### config.mk
export PLATFORM = sky130hd
export DESIGN_NAME = cla_sum_pipe
export DESIGN_NICKNAME = d
export VERILOG_FILES = /design/src/rtl/cla_sum_pipe.sv
export SDC_FILE = /design/constraint.sdc
export NUM_CORES = 1
export LEC_CHECK = 0
export BUFFER_PORTS_ARGS = -buffer_cell sky130_fd_sc_hd__buf_2
export CORE_MARGIN = 2
export CORE_UTILIZATION = 46
export CTS_CLUSTER_DIAMETER = 120
export CTS_CLUSTER_SIZE = 40
export DETAILED_ROUTE_END_ITERATION = 6
export PLACE_DENSITY = 0.73
export SLEW_MARGIN = 10
export SYNTH_ARGS = -nofsm -noshare
export SYNTH_HDL_FRONTEND = slang
export SYNTH_SLANG_ARGS = --single-unit
### constraint.sdc
create_clock -name clk -period 1.19 [get_ports clk]
set_input_delay 0.357 -clock clk [delete_from_list [all_inputs] [get_ports clk]]
set_output_delay 0.357 -clock clk [all_outputs]
set_load 0.02 [all_outputs]
### src/rtl/cla_sum_pipe.sv
// Two-stage pipelined carry-lookahead adder with valid/ready handshakes on both sides.
// Stage 1 registers generate/propagate; stage 2 resolves carries with two-level lookahead.
module cla_sum_pipe #(
   parameter int unsigned WIDTH = 4,
   parameter int unsigned CNT_W = 8
) (
   input  logic             clk,
   input  logic             reset,
   input  logic [WIDTH-1:0] a_in,
   input  logic [WIDTH-1:0] b_in,
   input  logic             cin_in,
   input  logic             in_valid,
   output logic             in_ready,
   output logic [WIDTH-1:0] sum_out,
   output logic             cout_out,
   output logic             ovf_out,
   output logic             out_valid,
   input  logic             out_ready,
   output logic [CNT_W-1:0] result_count
);

   localparam int unsigned NG = WIDTH / 4;

   logic             s1_valid_q, s1_valid_d;
   logic [WIDTH-1:0] p_q, p_d;
   logic [WIDTH-1:0] g_q, g_d;
   logic             a_msb_q, a_msb_d;
   logic             b_msb_q, b_msb_d;
   logic             cin_q, cin_d;

   logic             out_valid_q, out_valid_d;
   logic [WIDTH-1:0] sum_q, sum_d;
   logic             cout_q, cout_d;
   logic             ovf_q, ovf_d;
   logic [CNT_W-1:0] count_q, count_d;

   logic             s2_free, accept, move, deliver;
   logic [NG-1:0]    gg, gp;
   logic [NG:0]      cg;
   logic [WIDTH:0]   c;
   logic [WIDTH-1:0] sum_n;
   logic             c_top, ovf_n;

   always_comb begin
      s2_free  = !out_valid_q || out_ready;
      in_ready = !s1_valid_q || s2_free;
      accept   = in_valid && in_ready;
      move     = s1_valid_q && s2_free;
      deliver  = out_valid_q && out_ready;
   end

   always_comb begin
      s1_valid_d = s1_valid_q;
      p_d        = p_q;
      g_d        = g_q;
      a_msb_d    = a_msb_q;
      b_msb_d    = b_msb_q;
      cin_d      = cin_q;
      if (accept) begin
         s1_valid_d = 1'b1;
         p_d        = a_in ^ b_in;
         g_d        = a_in & b_in;
         a_msb_d    = a_in[WIDTH-1];
         b_msb_d    = b_in[WIDTH-1];
         cin_d      = cin_in;
      end else if (move) begin
         s1_valid_d = 1'b0;
      end
   end

   // Group carries are sum-of-products over all lower groups, so no carry ripples between groups.
   always_comb begin : lookahead
      logic [3:0] p4, g4;
      logic       term, acc;
      gg   = '0;
      gp   = '0;
      cg   = '0;
      c    = '0;
      p4   = '0;
      g4   = '0;
      term = 1'b0;
      acc  = 1'b0;
      for (int unsigned k = 0; k < NG; k++) begin
         p4    = p_q[4*k +: 4];
         g4    = g_q[4*k +: 4];
         gg[k] = g4[3] | (p4[3] & g4[2]) | (p4[3] & p4[2] & g4[1])
               | (p4[3] & p4[2] & p4[1] & g4[0]);
         gp[k] = &p4;
      end
      for (int unsigned k = 0; k <= NG; k++) begin
         acc = cin_q;
         for (int unsigned j = 0; j < k; j++) acc = acc & gp[j];
         for (int unsigned j = 0; j < k; j++) begin
            term = gg[j];
            for (int unsigned m = j + 1; m < k; m++) term = term & gp[m];
            acc = acc | term;
         end
         cg[k] = acc;
      end
      for (int unsigned k = 0; k < NG; k++) begin
         p4         = p_q[4*k +: 4];
         g4         = g_q[4*k +: 4];
         c[4*k]     = cg[k];
         c[4*k + 1] = g4[0] | (p4[0] & cg[k]);
         c[4*k + 2] = g4[1] | (p4[1] & g4[0]) | (p4[1] & p4[0] & cg[k]);
         c[4*k + 3] = g4[2] | (p4[2] & g4[1]) | (p4[2] & p4[1] & g4[0])
                    | (p4[2] & p4[1] & p4[0] & cg[k]);
      end
      c[WIDTH] = cg[NG];
   end

   // c_top equals c[WIDTH], rebuilt locally from the registered operand MSBs.
   always_comb begin
      sum_n = p_q ^ c[WIDTH-1:0];
      c_top = (a_msb_q & b_msb_q) | ((a_msb_q ^ b_msb_q) & c[WIDTH-1]);
      ovf_n = c_top ^ c[WIDTH-1];
   end

   always_comb begin
      out_valid_d = out_valid_q;
      sum_d       = sum_q;
      cout_d      = cout_q;
      ovf_d       = ovf_q;
      if (move) begin
         out_valid_d = 1'b1;
         sum_d       = sum_n;
         cout_d      = c[WIDTH];
         ovf_d       = ovf_n;
      end else if (deliver) begin
         out_valid_d = 1'b0;
      end
      count_d = deliver ? count_q + 1'b1 : count_q;
   end

   always_ff @(posedge clk or negedge reset) begin
      if (!reset) begin
         s1_valid_q  <= 1'b0;
         p_q         <= '0;
         g_q         <= '0;
         a_msb_q     <= 1'b0;
         b_msb_q     <= 1'b0;
         cin_q       <= 1'b0;
         out_valid_q <= 1'b0;
         sum_q       <= '0;
         cout_q      <= 1'b0;
         ovf_q       <= 1'b0;
         count_q     <= '0;
      end else begin
         s1_valid_q  <= s1_valid_d;
         p_q         <= p_d;
         g_q         <= g_d;
         a_msb_q     <= a_msb_d;
         b_msb_q     <= b_msb_d;
         cin_q       <= cin_d;
         out_valid_q <= out_valid_d;
         sum_q       <= sum_d;
         cout_q      <= cout_d;
         ovf_q       <= ovf_d;
         count_q     <= count_d;
      end
   end

   assign out_valid    = out_valid_q;
   assign sum_out      = sum_q;
   assign cout_out     = cout_q;
   assign ovf_out      = ovf_q;
   assign result_count = count_q;

endmodule

==> flow_metrics.env, run 1 <==
export IMPL_ios=29
export IMPL_vias_per_cell=5.02
export IMPL_total_power_mw=3.68
export IMPL_slew_violations=0
export IMPL_ys_warn_count=0
export IMPL_finalCriticalPeriod_ns=1.37
export IMPL_drive_gt1_share_pct=54.3
export IMPL_hold_path_endpoint="cin_q$_DFFE_PN0P_"
export IMPL_post_route_drc_count=0
export IMPL_cts_sinks=27
export IMPL_num_vias=964
export IMPL_irDropWorstVdd_v=0.00132
export IMPL_pre_cts_ws_ns=-0.259
export IMPL_synthesis_area_mm2=0.00120
export IMPL_antenna_found_initial=0
export IMPL_die_y_um=55.2
export IMPL_clock_latency_ns=0.32
export IMPL_p_leak_nw=0.944
export IMPL_final_cell_mix="buf_4 (31), dfrtp_1 (25), buf_6 (20)"
export IMPL_p_int_mw=2.39
export IMPL_cts_tree="built"
export IMPL_port_buffers=28
export IMPL_cts_root_buf="clkbuf_4"
export IMPL_finClkSkew_ns=0.00862
export IMPL_htree_levels=1
export IMPL_drv_cap=0
export IMPL_rrSetupSlack_ns=-0.07
export IMPL_endpoint_kind="output port"
export IMPL_dieArea_mm2=0.00304
export IMPL_slew_headroom_pct=86.0
export IMPL_cts_buffers_inserted=3
export IMPL_worst_pin_slew_ns=0.210
export IMPL_r2r_end="result_count[5]$_DFFE_PN0P_"
export IMPL_grt_pass1_vias=932
export IMPL_worst_hold_path_type="in -> reg"
export IMPL_finalHoldViolCount=0
export IMPL_area_growth_pct=59.8
export IMPL_hold_depth=2
export IMPL_synthCells=95
export IMPL_finalWirelength_mm=2.69
export IMPL_rr_startpoint="out_valid$_DFFE_PN0P_"
export IMPL_combPwrFrac_pct=51.8
export IMPL_violations="negative setup slack"
export IMPL_finalWorstSetupSlack_ns=-0.177
export IMPL_coreArea_mm2=0.00248
export IMPL_nFillCells=158
export IMPL_switching_share_pct=34.9
export IMPL_clockBufferDepth=2
export IMPL_crit_path_start_kind="flip-flop"
export IMPL_syn_area_per_cell_um2=12.7
export IMPL_dieWidth_um=55.2
export IMPL_gp_congestion=0.754
export IMPL_rows=18
export IMPL_grt_pass1_wl_mm=3.88
export IMPL_layout_nets=183
export IMPL_r2r_cells=5
export IMPL_rsz0062_at_grt="true"
export IMPL_initial_core_util_pct=48.6
export IMPL_track_usage_pct=18.4
export IMPL_powerDensity_mw_per_mm2=1910
export IMPL_first_pass_iters=4
export IMPL_clockPowerShare_pct=10.6
export IMPL_outcome="finished, violations left"
export IMPL_cp_arrival_ns=1.01
export IMPL_max_freq_mhz=732
export IMPL_layout_cells_most_common="buf_4"
export IMPL_hp_start="cin_in"
export IMPL_dp_hpwl_mm=1.59
export IMPL_ys_types=23
export IMPL_drt_iter0_markers=3
export IMPL_setup_viol=33
export IMPL_grt_max_degree=28
export IMPL_ys_seq_area_share_pct=56.1
export IMPL_required_ns=0.83
export IMPL_switchingPower_mw=1.28
export IMPL_ys_ff_latch=27
export IMPL_path_class="reg -> out"
export IMPL_syn_nets=115
export IMPL_clk_transition_reported_paths_ns=0.14
export IMPL_num_antenna_cells=0
export IMPL_finalCritPeriodShare_pct=115
export IMPL_wire_per_inst_um=14.0
export IMPL_grt_ovfl_total=0
export IMPL_p_seq_share_pct=37.5
export IMPL_ant_nets=0
export IMPL_path_max_fanout=3
-- how the worst max path moves through the flow --
stage	start	to	slack, ns	cells past startpoint
floorplan	out_valid$_DFFE_PN0P_	a_msb_q$_DFFE_PN0P_	-0.23	4
global placement	out_ready	b_msb_q$_DFFE_PN0P_	-0.19	4
detailed placement	out_ready	g_q[0]$_DFFE_PN0P_	-0.26	4
CTS	out_valid$_DFFE_PN0P_	in_ready	-0.17	2
global route	out_valid$_DFFE_PN0P_	in_ready	-0.23	2
finish	out_valid$_DFFE_PN0P_	in_ready	-0.18	2
-- metrics by stage --
step           util (%)  instance area (um^2)  hold slack [ns]  instances  TNS [ns]
2_1_floorplan         -                  1220           0.0614         95     -2.37
3_3_place_gp       59.3                  1470            0.311        161     -2.30
3_5_place_dp       59.3                  1470            0.312        161     -2.94
4_1_cts            72.6                  1800            0.235        182     -1.17
5_1_grt            77.6                  1920            0.230        192     -3.34
6_report           77.6                  1920            0.234        192     -1.64
-- cells in the mapped netlist --
| cell type | instances | area, um^2 |
|---|---|---|
| a31oi_1 | 1 | 6.26 |
| nand4_1 | 3 | 18.8 |
| nor2_1 | 5 | 18.8 |
| a21o_1 | 1 | 7.51 |
| a211oi_1 | 1 | 7.51 |
| nand2b_1 | 3 | 18.8 |
| mux2i_1 | 1 | 10.0 |
| mux2_1 | 13 | 146 |
| xnor2_1 | 6 | 52.6 |
| buf_2 | 1 | 5.00 |
| inv_1 | 1 | 3.75 |
| dfrtp_1 | 27 | 676 |
| xor2_1 | 4 | 35.0 |
| a21oi_1 | 4 | 20.0 |
| nand3b_1 | 1 | 7.51 |
| and2_1 | 1 | 6.26 |
| nand2_1 | 8 | 30.0 |
| o21ai_2 | 1 | 8.76 |
| ha_1 | 7 | 87.6 |
| a41oi_1 | 1 | 8.76 |
| and3_1 | 1 | 6.26 |
| o21ai_1 | 3 | 15.0 |
| buf_4 | 1 | 7.51 |
-- critical path: stages (launching register included) --
cell      delay, ns
dfrtp_2        0.44
nand3b_1       0.13
buf_6          0.13
-- power by group through the flow --
stage	combinational (mW)	clock (mW)	sequential (mW)
after floorplan	0.397	0	1.60
after global placement	0.968	0	1.37
after detailed placement	0.998	0	1.40
after CTS	1.68	0.399	1.35
after global routing	2.06	0.445	1.41
final	1.91	0.390	1.38
-- sequential cells by signal (all words and copies together), names as in the netlist --
signal,cells
s1_valid_q,1
result_count,8
cout_out,1
a_msb_q,1
sum_out,4
ovf_out,1
lookahead.p4,4
g_q,4
b_msb_q,1
cin_q,1
out_valid,1
-- kinds of logic after synthesis --
family | after synthesis | synth area share [%]
flip-flops | 27 | 56.1
buffers and inverters | 3 | 1.35
AND/OR/NAND/NOR | 22 | 8.84
XOR/XNOR | 10 | 7.28
multiplexers | 14 | 13.0
adder cells (fa/ha/maj) | 7 | 7.28
AO/OA/AOI/OAI | 12 | 6.13
-- metal layers --
metal  routed length (um)  track usage [%]  vias up  part of all wire, %
li1                     -                -      465                    -
met1                 1030             20.1      476                   38
met2                 1550             36.1       21                   58
met3                   97             3.23        2                  3.6
met4                   12             4.88        0                 0.45
met5                    0                0        -                    0
-- final cells by class --
type	instances	area, um^2	area share (%)
Timing Repair Buffer	65	548	28.5
Tap cell	30	37.5	1.95
Sequential cell	27	678	35.3
Clock buffer	4	26.3	1.37
Inverter	1	6.26	0.325
Multi-Input combinational cell	65	627	32.6
-- repair_timing --
action / CTS / global route
gates resized for setup: 44 / 13
endpoints found under the hold margin: 27 / 0
pin swaps: 9 / 17
hold buffers: 1 / 0
endpoints found under the setup margin: 33 / 38
setup buffers: 16 / 10
No activity file was read; power rests on OpenSTA's default activity.
==> run 2: changes to the inputs <==
REMOVE_ABC_BUFFERS = 1   (was default)
SKIP_LAST_GASP = 1   (was default)
==> flow_metrics.env, run 2 (synthesized netlist as in run 1, its figures left out) <==
export IMPL_outcome="finished, violations left"
export IMPL_violations="negative setup slack"
export IMPL_post_route_drc_count=0
export IMPL_slew_headroom_pct=84.2
export IMPL_clockBufferDepth=2
export IMPL_cts_tree="built"
export IMPL_fin_cells=185
export IMPL_dp_hpwl_mm=1.51
export IMPL_powerDensity_mw_per_mm2=1900
export IMPL_vias_per_cell=5.06
export IMPL_ant_nets=0
export IMPL_finClkSkew_ns=0.0199
export IMPL_finalWirelength_mm=2.61
export IMPL_required_ns=0.83
export IMPL_grt_ovfl_total=0
export IMPL_crit_family="flip-flops"
export IMPL_layout_cells_most_common="dfrtp_1"
export IMPL_num_antenna_cells=0
export IMPL_finalCriticalPeriod_ns=1.40
export IMPL_grt_pass1_vias=852
export IMPL_dp_cells=161
export IMPL_path_class="reg -> out"
export IMPL_rows=18
export IMPL_gp_congestion=0.712
export IMPL_area_growth_pct=54.4
export IMPL_layout_nets=176
export IMPL_dieArea_mm2=0.00304
export IMPL_largest_reg_flops=8
export IMPL_first_pass_iters=4
export IMPL_crit_buf_inv=1
export IMPL_cpMaxStageDelayCell="dfrtp_1"
export IMPL_rsz0062_at_grt="true"
export IMPL_die_y_um=55.2
export IMPL_cts_sinks=27
export IMPL_cp_arrival_ns=1.05
export IMPL_port_buffers=28
export IMPL_drive_gt1_share_pct=49.0
export IMPL_slew_violations=0
export IMPL_wire_per_inst_um=14.1
export IMPL_path_max_fanout=3
export IMPL_finalCritPeriodShare_pct=118
export IMPL_grt_max_degree=28
export IMPL_finalWorstSetupSlack_ns=-0.214
export IMPL_initial_core_util_pct=48.6
export IMPL_grt_pass1_wl_mm=3.66
export IMPL_coreArea_mm2=0.00248
export IMPL_antenna_found_initial=0
export IMPL_tns_ns=-2.98
export IMPL_cts_buffers_inserted=3
export IMPL_final_cell_mix="dfrtp_1 (27), buf_4 (21), buf_6 (20)"
export IMPL_clock_latency_ns=0.33
export IMPL_drv_cap=0
export IMPL_endpoint_kind="output port"
export IMPL_worst_hold_path_type="in -> reg"
export IMPL_path_cells="nand3b_1 > buf_6"
export IMPL_finalHoldViolCount=0
export IMPL_utilization_pct=75.0
export IMPL_dieWidth_um=55.2
export IMPL_max_freq_mhz=712
export IMPL_worst_pin_slew_ns=0.237
export IMPL_num_vias=937
export IMPL_cts_root_buf="clkbuf_4"
export IMPL_ios=29
export IMPL_p_leak_nw=0.905
export IMPL_htree_levels=1
export IMPL_drt_iter0_markers=8
export IMPL_irDropWorstVdd_v=0.00169
export IMPL_clk_transition_reported_paths_ns=0.16
export IMPL_cpPeakStageDelay_ns=0.43
export IMPL_crit_path_start_kind="flip-flop"
export IMPL_setup_viol=33
export IMPL_track_usage_pct=17.4
## run 2: per-layer routing
layer / vias up / GRT usage, % / wire [um]
met5: - / 0 / 0
met4: 0 / 7.32 / 30
met3: 4 / 3.49 / 108
met2: 28 / 32.5 / 1320
met1: 455 / 19.0 / 1150
li1: 450 / - / -
## run 2: through the flow
stage          setup slack [ns]  hold slack [ns]  total power [mW]  instance area [um^2]
3_5_place_dp             -0.197            0.313              2.36                  1470
2_1_floorplan            -0.386           0.0614              1.97                  1190
5_1_grt                  -0.247            0.228              3.76                  1860
6_report                 -0.214            0.231              3.54                  1860
4_1_cts                  -0.179            0.218              3.26                  1730
3_3_place_gp             -0.170            0.310              2.32                  1470
## run 2: repair_timing
action                                 CTS  global route
setup endpoints to repair               30            39
hold buffers                             1             0
pin swaps                                1            15
resized for setup                       36            15
endpoints found under the hold margin   27             0
buffers inserted                        13             5
cloned                                   0             1
## run 2: final cells by class
type / instances / area, um^2
tap: 30 / 37.5
timing repair buffer: 58 / 523
clock buffer: 3 / 22.5
inverter: 1 / 3.75
clock inverter: 1 / 5.00
fill: 165 / 619
sequential: 27 / 676
multi-input combinational: 65 / 591
## run 2: path summary, 6_finish.rpt
check                                      start                          end  slack [ns]  depth (start not counted)
max                        out_valid$_DFFE_PN0P_                     in_ready       -0.21                          2
min                                       cin_in            cin_q$_DFFE_PN0P_        0.23                          2
max reg2reg                out_valid$_DFFE_PN0P_           g_q[0]$_DFFE_PN0P_       -0.18                          5
min reg2reg                  b_msb_q$_DFFE_PN0P_          b_msb_q$_DFFE_PN0P_        0.51                          1
max in group asynchronous                  reset  result_count[3]$_DFFE_PN0P_        0.54                          3
min in group asynchronous                  reset           g_q[3]$_DFFE_PN0P_        0.49                          3
## run 2: power breakdown
part	switching [mW]	total [mW]	leakage, nW	internal (mW)
Combinational	0.767	1.78	0.561	1.01
Sequential	0.202	1.36	0.327	1.16
Clock	0.272	0.398	0.0177	0.126
Total	1.24	3.54	0.905	2.30
==> run 3: changes to the inputs <==
--- a/config.mk
+++ b/config.mk
@@ -20 +20,2 @@
 export SYNTH_SLANG_ARGS = --single-unit
+export TNS_END_PERCENT = 20
==> constraint.sdc (replaced) <==
create_clock -name clk -period 1.19 [get_ports clk]
set_input_delay 0.238 -clock clk [delete_from_list [all_inputs] [get_ports clk]]
set_output_delay 0.238 -clock clk [all_outputs]
set_load 0.02 [all_outputs]
==> flow_metrics.env, run 3 (synthesized netlist as in run 1, its figures left out) <==
export IMPL_finalWorstSetupSlack_ns=-0.116
export IMPL_slew_headroom_pct=60.3
export IMPL_drt_iter0_markers=4
export IMPL_wire_per_inst_um=12.4
export IMPL_endpoint_kind="output port"
export IMPL_utilization_pct=62.5
export IMPL_cts_tree="built"
export IMPL_rsz0062_at_grt="true"
export IMPL_dp_hpwl_mm=1.53
export IMPL_post_route_drc_count=0
export IMPL_coreArea_mm2=0.00248
export IMPL_crit_family="flip-flops"
export IMPL_finalCriticalPeriod_ns=1.31
export IMPL_rows=18
export IMPL_area_growth_pct=28.7
export IMPL_finalCritPeriodShare_pct=110
export IMPL_outcome="finished, violations left"
export IMPL_layout_nets=157
export IMPL_finalWirelength_mm=2.06
export IMPL_total_power_mw=2.76
export IMPL_clk_transition_reported_paths_ns=0.15
export IMPL_place_area_mm2=0.00144
export IMPL_setup_viol=16
export IMPL_cpMaxStageDelayCell="dfrtp_1"
export IMPL_grt_pass1_wl_mm=3.17
export IMPL_path_class="reg -> out"
export IMPL_initial_core_util_pct=48.6
export IMPL_port_buffers=28
export IMPL_drive_gt1_share_pct=36.0
export IMPL_max_freq_mhz=766
export IMPL_track_usage_pct=15.1
export IMPL_grt_max_degree=28
export IMPL_final_cell_mix="dfrtp_1 (27), buf_2 (26), mux2_1 (11)"
export IMPL_cp_arrival_ns=1.07
export IMPL_largest_reg_flops=8
export IMPL_cpPeakStageDelay_ns=0.42
export IMPL_grt_ovfl_total=0
export IMPL_path_cells="nand3b_1 > buf_6"
export IMPL_worst_hold_path_type="in -> reg"
export IMPL_antenna_found_initial=0
export IMPL_dp_cells=159
export IMPL_clockBufferDepth=2
export IMPL_violations="negative setup slack"
export IMPL_num_antenna_cells=0
export IMPL_cts_sinks=27
export IMPL_clock_latency_ns=0.32
export IMPL_crit_buf_inv=1
export IMPL_layout_cells_most_common="dfrtp_1"
export IMPL_grt_pass1_vias=742
export IMPL_num_vias=839
export IMPL_dieArea_mm2=0.00304
export IMPL_pre_cts_ws_ns=-0.0747
export IMPL_p_leak_nw=0.767
export IMPL_crit_path_start_kind="flip-flop"
export IMPL_fin_area_mm2=0.00155
export IMPL_first_pass_iters=4
export IMPL_worst_pin_slew_ns=0.595
export IMPL_ios=29
export IMPL_drv_cap=0
export IMPL_slew_violations=0
export IMPL_die_y_um=55.2
export IMPL_gp_congestion=0.702
export IMPL_vias_per_cell=5.05
export IMPL_cts_root_buf="clkbuf_4"
export IMPL_dieWidth_um=55.2
export IMPL_irDropWorstVdd_v=0.00107
export IMPL_finalHoldViolCount=0
export IMPL_fin_cells=166
export IMPL_ant_nets=0
export IMPL_required_ns=0.95
export IMPL_powerDensity_mw_per_mm2=1780
export IMPL_finClkSkew_ns=0.00484
export IMPL_cts_buffers_inserted=3
export IMPL_htree_levels=1
export IMPL_path_max_fanout=3
-- run 3: report_power, final --
group,switching (mW),leakage [nW],internal [mW]
clock network,0.274,0.0177,0.126
logic,0.544,0.422,0.453
registers,0.208,0.327,1.16
-- run 3: cell type report --
class | count | area, um^2
Tap cell | 30 | 37.5
Clock inverter | 1 | 5.00
Timing Repair Buffer | 39 | 268
Sequential cell | 27 | 676
Inverter | 1 | 3.75
Multi-Input combinational cell | 65 | 537
Clock buffer | 3 | 22.5
Fill cell | 204 | 928
-- run 3: per-stage QoR --
step / hold slack [ns] / setup TNS (ns)
floorplan: -0.0576 / -4.45
global placement: 0.265 / -0.551
detailed placement: 0.279 / -0.681
CTS: 0.119 / -0.742
global route: 0.105 / -2.58
finish: 0.119 / -1.22
-- run 3: path summary, 6_finish.rpt --
check                                                 start                           to  slack, ns  cells past startpoint
worst max-delay path                  out_valid$_DFFE_PN0P_                     in_ready      -0.12                      2
worst min-delay path                               in_valid       s1_valid_q$_DFFE_PN0P_       0.12                      2
worst max register to register        out_valid$_DFFE_PN0P_            cin_q$_DFFE_PN0P_      -0.10                      4
worst min register to register  result_count[7]$_DFFE_PN0P_  result_count[7]$_DFFE_PN0P_       0.47                      1
max in group asynchronous                             reset  result_count[3]$_DFFE_PN0P_       0.38                      2
min in group asynchronous                             reset           g_q[2]$_DFFE_PN0P_       0.43                      2
-- run 3: metal layers --
metal	GRT usage, %	up-vias	wire length (um)
met3	2.42	4	105
met2	25.2	23	967
met1	19.4	394	958
met5	0	-	0
li1	-	418	-
met4	6.10	0	27
-- run 3: what timing repair did --
action                                 4_1_cts  5_1_grt
setup endpoints to repair                   18       30
cloned                                       0        1
endpoints found under the hold margin       27        0
setup buffers                                1        0
hold buffers                                 1        0
pin swaps                                    2        3
resized for setup                            3        7
